## src/rtl/gen_delay_chain_if.sv

```systemverilog
// Handshake/data bundle for gen_delay_chain: the control strobes and channel
// inputs go in, and the delayed data, valid flag and packed edge counters come out.
interface gen_delay_chain_if #(
  parameter int WIDTH = 4,
  parameter int CNT_W = 4
);
  logic                   en;
  logic                   flush;
  logic                   cnt_clr;
  logic [WIDTH-1:0]       a;
  logic [WIDTH-1:0]       b;
  logic                   b_valid;
  logic [WIDTH*CNT_W-1:0] edge_cnt;

  modport master (output en, flush, cnt_clr, a, input b, b_valid, edge_cnt);
  modport slave  (input en, flush, cnt_clr, a, output b, b_valid, edge_cnt);
endinterface

```

## src/rtl/gen_delay_chain.sv

```systemverilog
// WIDTH-channel DEPTH-stage delay chain with a fill FSM and saturating per-channel edge counters.
// Define GEN_DELAY_ANY_EDGE_EN to count both edges of b instead of rising edges only.
module gen_delay_chain #(
  parameter int WIDTH = 4,
  parameter int DEPTH = 3,
  parameter int CNT_W = 4
) (
  input  logic              clock,
  input  logic              reset,
  gen_delay_chain_if.slave  bus
);
  localparam int                FILL_W    = $clog2(DEPTH + 1);
  localparam logic [FILL_W-1:0] FILL_LAST = FILL_W'(DEPTH);

  typedef enum logic {FILL, RUN} state_t;

  state_t            state_q, state_d;
  logic [FILL_W-1:0] fill_q, fill_d;
  logic              b_valid_q, b_valid_d;
  logic              shift;

  function automatic logic [CNT_W-1:0] sat_inc(input logic [CNT_W-1:0] v);
    return (&v) ? v : v + 1'b1;
  endfunction

  assign shift = bus.en & ~bus.flush;

  always_ff @(posedge clock or posedge reset) begin
    if (reset) begin
      state_q   <= FILL;
      fill_q    <= '0;
      b_valid_q <= 1'b0;
    end else begin
      state_q   <= state_d;
      fill_q    <= fill_d;
      b_valid_q <= b_valid_d;
    end
  end

  // Fill count only moves while filling; once in RUN it simply holds.
  always_comb begin
    state_d = state_q;
    fill_d  = fill_q;
    if (bus.flush) begin
      state_d = FILL;
      fill_d  = '0;
    end else if (bus.en && state_q == FILL) begin
      fill_d = fill_q + 1'b1;
      if (fill_d == FILL_LAST) state_d = RUN;
    end
  end

  always_comb begin
    b_valid_d = (state_d == RUN);
  end

  assign bus.b_valid = b_valid_q;

  for (genvar i = 0; i < WIDTH; i++) begin : g_ch
    logic [DEPTH-1:0] stage_q, stage_d;
    logic [CNT_W-1:0] cnt_q;
    logic             evt;

    // Bit k is stage k; the top bit is the channel output.
    assign stage_d = DEPTH'({stage_q, bus.a[i]});

`ifdef GEN_DELAY_ANY_EDGE_EN
    assign evt = shift && (state_d == RUN) && (stage_d[DEPTH-1] != stage_q[DEPTH-1]);
`else
    assign evt = shift && (state_d == RUN) && stage_d[DEPTH-1] && !stage_q[DEPTH-1];
`endif

    always_ff @(posedge clock or posedge reset) begin
      if (reset)          stage_q <= '0;
      else if (bus.flush) stage_q <= '0;
      else if (bus.en)    stage_q <= stage_d;
    end

    always_ff @(posedge clock or posedge reset) begin
      if (reset)            cnt_q <= '0;
      else if (bus.cnt_clr) cnt_q <= '0;
      else if (evt)         cnt_q <= sat_inc(cnt_q);
    end

    assign bus.b[i]                       = stage_q[DEPTH-1];
    assign bus.edge_cnt[i*CNT_W +: CNT_W] = cnt_q;
  end
endmodule

```

## src/flat_wrapper.sv

```systemverilog
// flat-port wrapper written by rule: the top's interface ports become plain ports
module gen_delay_chain_flat 
#(
  parameter int WIDTH = 4,
  parameter int DEPTH = 3,
  parameter int CNT_W = 4
)
  (clock, reset, bus_en, bus_flush, bus_cnt_clr, bus_a, bus_b, bus_b_valid, bus_edge_cnt);
  gen_delay_chain_if #(.WIDTH(WIDTH), .CNT_W(CNT_W)) bus_i ();
  input  logic clock;
  input  logic reset;
  input wire logic [$bits(bus_i.en)-1:0] bus_en;
  input wire logic [$bits(bus_i.flush)-1:0] bus_flush;
  input wire logic [$bits(bus_i.cnt_clr)-1:0] bus_cnt_clr;
  input wire logic [$bits(bus_i.a)-1:0] bus_a;
  output wire logic [$bits(bus_i.b)-1:0] bus_b;
  output wire logic [$bits(bus_i.b_valid)-1:0] bus_b_valid;
  output wire logic [$bits(bus_i.edge_cnt)-1:0] bus_edge_cnt;
  assign bus_i.en = bus_en;
  assign bus_i.flush = bus_flush;
  assign bus_i.cnt_clr = bus_cnt_clr;
  assign bus_i.a = bus_a;
  assign bus_b = bus_i.b;
  assign bus_b_valid = bus_i.b_valid;
  assign bus_edge_cnt = bus_i.edge_cnt;
  gen_delay_chain #(.WIDTH(WIDTH), .DEPTH(DEPTH), .CNT_W(CNT_W)) u_core (.clock(clock), .reset(reset), .bus(bus_i));
endmodule
```

## config.mk

```make
export PLATFORM = sky130hd
export DESIGN_NAME = gen_delay_chain_flat
export DESIGN_NICKNAME = d
export VERILOG_FILES = /design/src/rtl/gen_delay_chain_if.sv /design/src/rtl/gen_delay_chain.sv /design/src/flat_wrapper.sv
export SDC_FILE = /design/constraint.sdc
export NUM_CORES = 1
export LEC_CHECK = 0
export ABC_AREA = 1
export CORE_ASPECT_RATIO = 1.4
export CORE_MARGIN = 2
export CORE_UTILIZATION = 35
export CTS_BUF_LIST = sky130_fd_sc_hd__clkbuf_2
export DETAILED_ROUTE_END_ITERATION = 7
export HOLD_SLACK_MARGIN = 0.06
export SLEW_MARGIN = 20
export SYNTH_ARGS = -nofsm -noshare
export SYNTH_HDL_FRONTEND = slang
export SYNTH_SLANG_ARGS = --single-unit
```

## constraint.sdc

```tcl
create_clock -name clock -period 3.8 [get_ports clock]
set_input_delay 0.76 -clock clock [delete_from_list [all_inputs] [get_ports clock]]
set_output_delay 0.76 -clock clock [all_outputs]
set_load 0.005 [all_outputs]
```

=== Word level (Yosys, flattened, before mapping) ===
Cells that the tools add are included.

* Input bits: 9
* Register bits: 31
* Output and inout port bits: 21

* Mux-type cells: 25
* Reduce and logical (&&, ||, !) cells: 28
* Equality and inequality tests: 5
* Bitwise gates (word level): 3
* Add/subtract/negate cells: 5

{| class="wikitable"
|+ Operators with widths
! operator !! number
|-
| 2-to-1 mux 4 bit || 12
|-
| 2-to-1 mux 3 bit || 8
|-
| adder 4 x 1 -> 4 bit, second input constant || 4
|-
| AND reduction 4 bit || 4
|-
| nonzero test 2 bit || 6
|-
| logical AND 1 bit || 10
|-
| inequality test 2 bit, second input constant || 4
|-
| AND reduction 2 bit || 4
|-
| logical NOT 1 bit || 4
|-
| 2-to-1 mux 2 bit || 2
|-
| 2-to-1 mux 1 bit || 3
|-
| adder 2 x 1 -> 2 bit, second input constant || 1
|-
| == test 2 bit, second input constant || 1
|-
| inverter 1 bit || 2
|-
| AND 1 bit || 1
|}

=== Depth between registers and ports, before layout ===
* Depth after elaboration: 10
* Mapped depth: 9
* Gate-level depth less buffers: 8

=== Worst setup path after synthesis ===
No wires, ideal clock.

* Path type: input port to flip-flop
* Start: input port bus_flush
* End: register u_core.g_ch[0].cnt_q[2]
* Stages on the path: 7
* Arrival: 1425 ps
* Slack: 2261 ps
* Cells stage by stage: clkinv_2 nand2_2 a21oi_4 buf_4 nand4_1 nand2_1 nor2_1

* Word-level cells in the longest chain between the ends: 7

{| class="wikitable"
|+ RTL lines
! item !! RTL line !! RTL
|-
| from (decl) || flat_wrapper.sv:13 || <nowiki>input wire logic [$bits(bus_i.flush)-1:0] bus_flush;</nowiki>
|-
| inverter 1 bit || gen_delay_chain.sv:26 || <nowiki>assign shift = bus.en & ~bus.flush;</nowiki>
|-
| AND 1 bit || gen_delay_chain.sv:26 ||
|-
| logical AND 1 bit (*) (3 in a row) || gen_delay_chain.sv:70 || <nowiki>assign evt = shift && (state_d == RUN) && stage_d[DEPTH-1] && !stage_q[DEPTH-1];</nowiki>
|-
| nonzero test 2 bit (no source line) (*) || -- ||
|-
| AND reduction 2 bit (no source line) (*) || -- ||
|-
| to (signal assigned) || gen_delay_chain.sv:82 || <nowiki>else if (evt) cnt_q <= sat_inc(cnt_q);</nowiki>
|-
| to (decl) || gen_delay_chain.sv:61 || <nowiki>logic [CNT_W-1:0] cnt_q;</nowiki>
|}

Every way passes the cells marked *; elsewhere a longest branch is shown, timed or not.
A chain may end at the register's enable or synchronous reset.

=== Final worst setup path ===
* Start: register u_core.g_ch[3].cnt_q[1]
* End: output port bus_edge_cnt[13]

{| class="wikitable"
|+ RTL lines
! item !! RTL line !! RTL
|-
| from (decl) || gen_delay_chain.sv:61 ||
|-
| from (signal assigned) || gen_delay_chain.sv:82 ||
|-
| to (decl) || flat_wrapper.sv:18 || <nowiki>output wire logic [$bits(bus_i.edge_cnt)-1:0] bus_edge_cnt;</nowiki>
|}

No word-level cell between the ends.

==> results.json <==
{
  "outcome": "finished clean",
  "dr.first_iter.drc_count": 50,
  "viasPerCell": 4.626,
  "crit_path_start": "u_core.g_ch[3].cnt_q[1]",
  "min_period_over_period_pct": 55.75,
  "fp.dieW_um": 61.11,
  "yosys_warnings": 0,
  "grt-ovfl-total": 0,
  "path_buf_inv": 1,
  "post_drt_wl_per_cell_um": 10.79,
  "antenna_found_initial": 0,
  "worstReg2RegEnd": "u_core.g_ch[3].cnt_q[0]",
  "finalHoldViolations": 0,
  "sw_frac_of_total_pct": 26.24,
  "crit_cells": 1,
  "grt_max_degree": 32,
  "whs_ns": 0.5538,
  "p_leak_nw": 0.9286,
  "post_cts_resized": 0,
  "grt_usage_pct": 14.53,
  "fillerInstances": 451,
  "cpMaxStageDelayCell": "clkdlybuf4s50_1",
  "seqPwrFrac_pct": 62.8,
  "row_count": 29,
  "hold_path_class": "reg2reg",
  "clk_latency_ns": 0.36,
  "drive_gt1_share_pct": 4.681,
  "dieArea_mm2": 0.005129,
  "end_kind": "primary output",
  "start_util_pct": 35.80,
  "clk_pin_slew_worst_paths_ns": 0.15,
  "maxSlewHeadroom_pct": 62.63,
  "fin_crit_ns": 2.119,
  "worstSetupEndpoint": "bus_edge_cnt[13]",
  "drt_first_pass_iters": 4,
  "worst_slew_pin_slew_ns": 0.5593,
  "worstSetupPathType": "reg2out",
  "area_growth_pct": 22.32,
  "cp_data_arrival_time_ns": 1.36,
  "fmax_mhz": 472.0,
  "cp-start-kind": "flop",
  "synth-edff-count": 0,
  "grt_pass1_wl_mm": 5.595,
  "yosysMostFrequentCell": "nand2_1",
  "cts.sinks": 31,
  "routed_wl_mm": 3.205,
  "ff2ff_setup_slack_ns": 2.14,
  "rsz0062_at_grt": "false",
  "synthTopCellsByCount": "nand2_1, inv_1, dfrtp_1",
  "worst_path_largest_cell_delay_ns": 0.53,
  "port_buffers": 29,
  "p_clk_share_pct": 27.9,
  "cts_buffer_depth": 2,
  "synthFlopType": "dfrtp_1",
  "crit_path_cell_trace": "clkdlybuf4s50_1",
  "ir_drop_mv": 0.2019,
  "clockRootBuffer": "clkbuf_2",
  "ctsHoldBuffers": 0,
  "synth_top_cell_area_share_pct": 48.55,
  "synthCells": 205,
  "p_per_area_mw_per_mm2": 277.8,
  "cts_htree_levels": 2,
  "r2r_cells": 8,
  "cts_setup_buffers": 0,
  "syn_avg_cell_area_um2": 7.794,
  "core-area_mm2": 0.004463,
  "r2r-start": "u_core.fill_q[0]",
  "post_synth_instance_area_mm2": 0.001598,
  "cts_buffers": 5,
  "via_count": 1374,
  "drc": 0,
  "die_height_um": 83.95,
  "synth_area_leaders": "dfrtp_1, nand2_1, inv_1",
  "internal_power_mw": 0.4004,
  "ioPinCount": 30,
  "final.setup.tns_ns": 0,
  "grt_pass1_vias": 1267,
  "ys_ff_latch": 31,
  "power_frac_comb_pct": 9.3,
  "insertedDiodeCount": 0,
  "yosysSeqAreaShare_pct": 48.55,
  "cap_violations": 0,
  "fin_skew_ns": 0.008584,
  "synth_top_cell_by_area": "dfrtp_1",
  "nNetsFinal": 248,
  "synth-async-reset-ratio_pct": 100.0,
  "cp.required_ns": 3.04,
  "gp_congestion": 0.7808,
  "detail-route-antenna-nets": 0,
  "synth_nets": 219,
  "path_max_fanout": 4,
  "dpl.hpwl_mm": 2.307,
  "setup_violations": 0,
  "p_switching_mw": 0.1425,
  "cts_tree": "done",
  "drv_slew": 0,
  "path_delay_family": "buffers and inverters",
  "ys_types": 17
}
==> layout make-up <==
type                       instances  area (um^2)  share of cell area [%]
clock buffer                       6        30.03                   1.536
clock inverter                     2        7.507                  0.3841
inverter                          40        151.4                   7.746
multi-input combinational        126        614.3                   31.43
sequential                        31        775.7                   39.69
tap                               62        77.57                   3.969
timing repair buffer              30        297.8                   15.24
==> metal layers <==
metal / part of all wire [%] / track usage (%) / vias to the layer above / wire length [um]
li1: - / - / 699 / -
met1: 45 / 18.06 / 635 / 1430
met2: 49 / 22.53 / 34 / 1570
met3: 4.5 / 5.116 / 6 / 145
met4: 1.8 / 5.534 / 0 / 57
met5: 0 / 0 / - / 0
==> layout by cell type, fill, tap and decap left out <==
cell type | synthesis | routed
a21oi_4 | 1 | 1
o22ai_1 | 4 | 4
a21oi_1 | 4 | 4
inv_1 | 39 | 39
o32ai_1 | 1 | 1
clkbuf_2 | 0 | 6
nand2_2 | 2 | 2
nor2_1 | 24 | 24
buf_4 | 5 | 1
dfrtp_1 | 31 | 31
clkinv_2 | 1 | 1
clkinv_1 | 0 | 2
o21ai_0 | 11 | 11
nand3_1 | 21 | 21
nand2_1 | 45 | 45
clkdlybuf4s50_1 | 0 | 29
nand4_1 | 8 | 8
ha_1 | 5 | 5
==> worst min-delay path: cells and delay by family, from the launching register on <==
kind	cells	cell delay, ns
AO/OA/AOI/OAI	1	0.07
buffers and inverters	1	0.05
flip-flops	1	0.41
==> sequential cells by signal, summed over array words and instances, names as in the netlist <==
| name | flops |
|---|---|
| u_core.g_ch.cnt_q | 16 |
| u_core.fill_q | 2 |
| u_core.g_ch.stage_q | 12 |
| u_core.state_q | 1 |
==> power groups by stage <==
stage	Sequential [mW]	Clock [mW]	Combinational, mW
global placement	0.347	0	0.0510
global route	0.342	0.184	0.0582
CTS	0.341	0.167	0.0514
finish	0.341	0.152	0.0504
floorplan	0.346	0	0.0329
detailed placement	0.347	0	0.0510
==> kinds of logic after synthesis <==
kind of cell               count (synthesis)  synth area share (%)
adders and majority gates                  5                 3.915
DFF                                       31                 48.55
buffers and inverters                     48                 13.00
AOI/OAI and AO/OA                         21                 7.831
and+or+nand+nor                          100                 26.70
==> metrics by stage <==
step	util [%]	instance area (um^2)	worst slack [ns]	std cells	total power, mW
after floorplan	-	1598	2.261	205	0.3792
after detailed placement	42.95	1917	1.354	289	0.3980
final	43.79	1954	1.681	297	0.5429
after global placement	42.95	1917	1.373	289	0.3980
after CTS	43.79	1954	1.633	297	0.5592
after global routing	43.79	1954	1.593	297	0.5838
==> worst min path at each step <==
stage                              start                         to  slack (ns)  depth (start not counted)
2_1_floorplan  u_core.g_ch[0].stage_q[1]  u_core.g_ch[0].stage_q[1]        0.50                          2
3_3_place_gp   u_core.g_ch[2].stage_q[1]  u_core.g_ch[2].stage_q[1]        0.52                          2
3_5_place_dp   u_core.g_ch[1].stage_q[1]  u_core.g_ch[1].stage_q[1]        0.52                          2
4_1_cts        u_core.g_ch[1].stage_q[0]  u_core.g_ch[1].stage_q[1]        0.56                          2
5_1_grt                 u_core.fill_q[1]           u_core.fill_q[1]        0.58                          2
6_report                u_core.fill_q[1]           u_core.fill_q[1]        0.55                          2
Note: power is estimated with default switching activity, not from simulation.
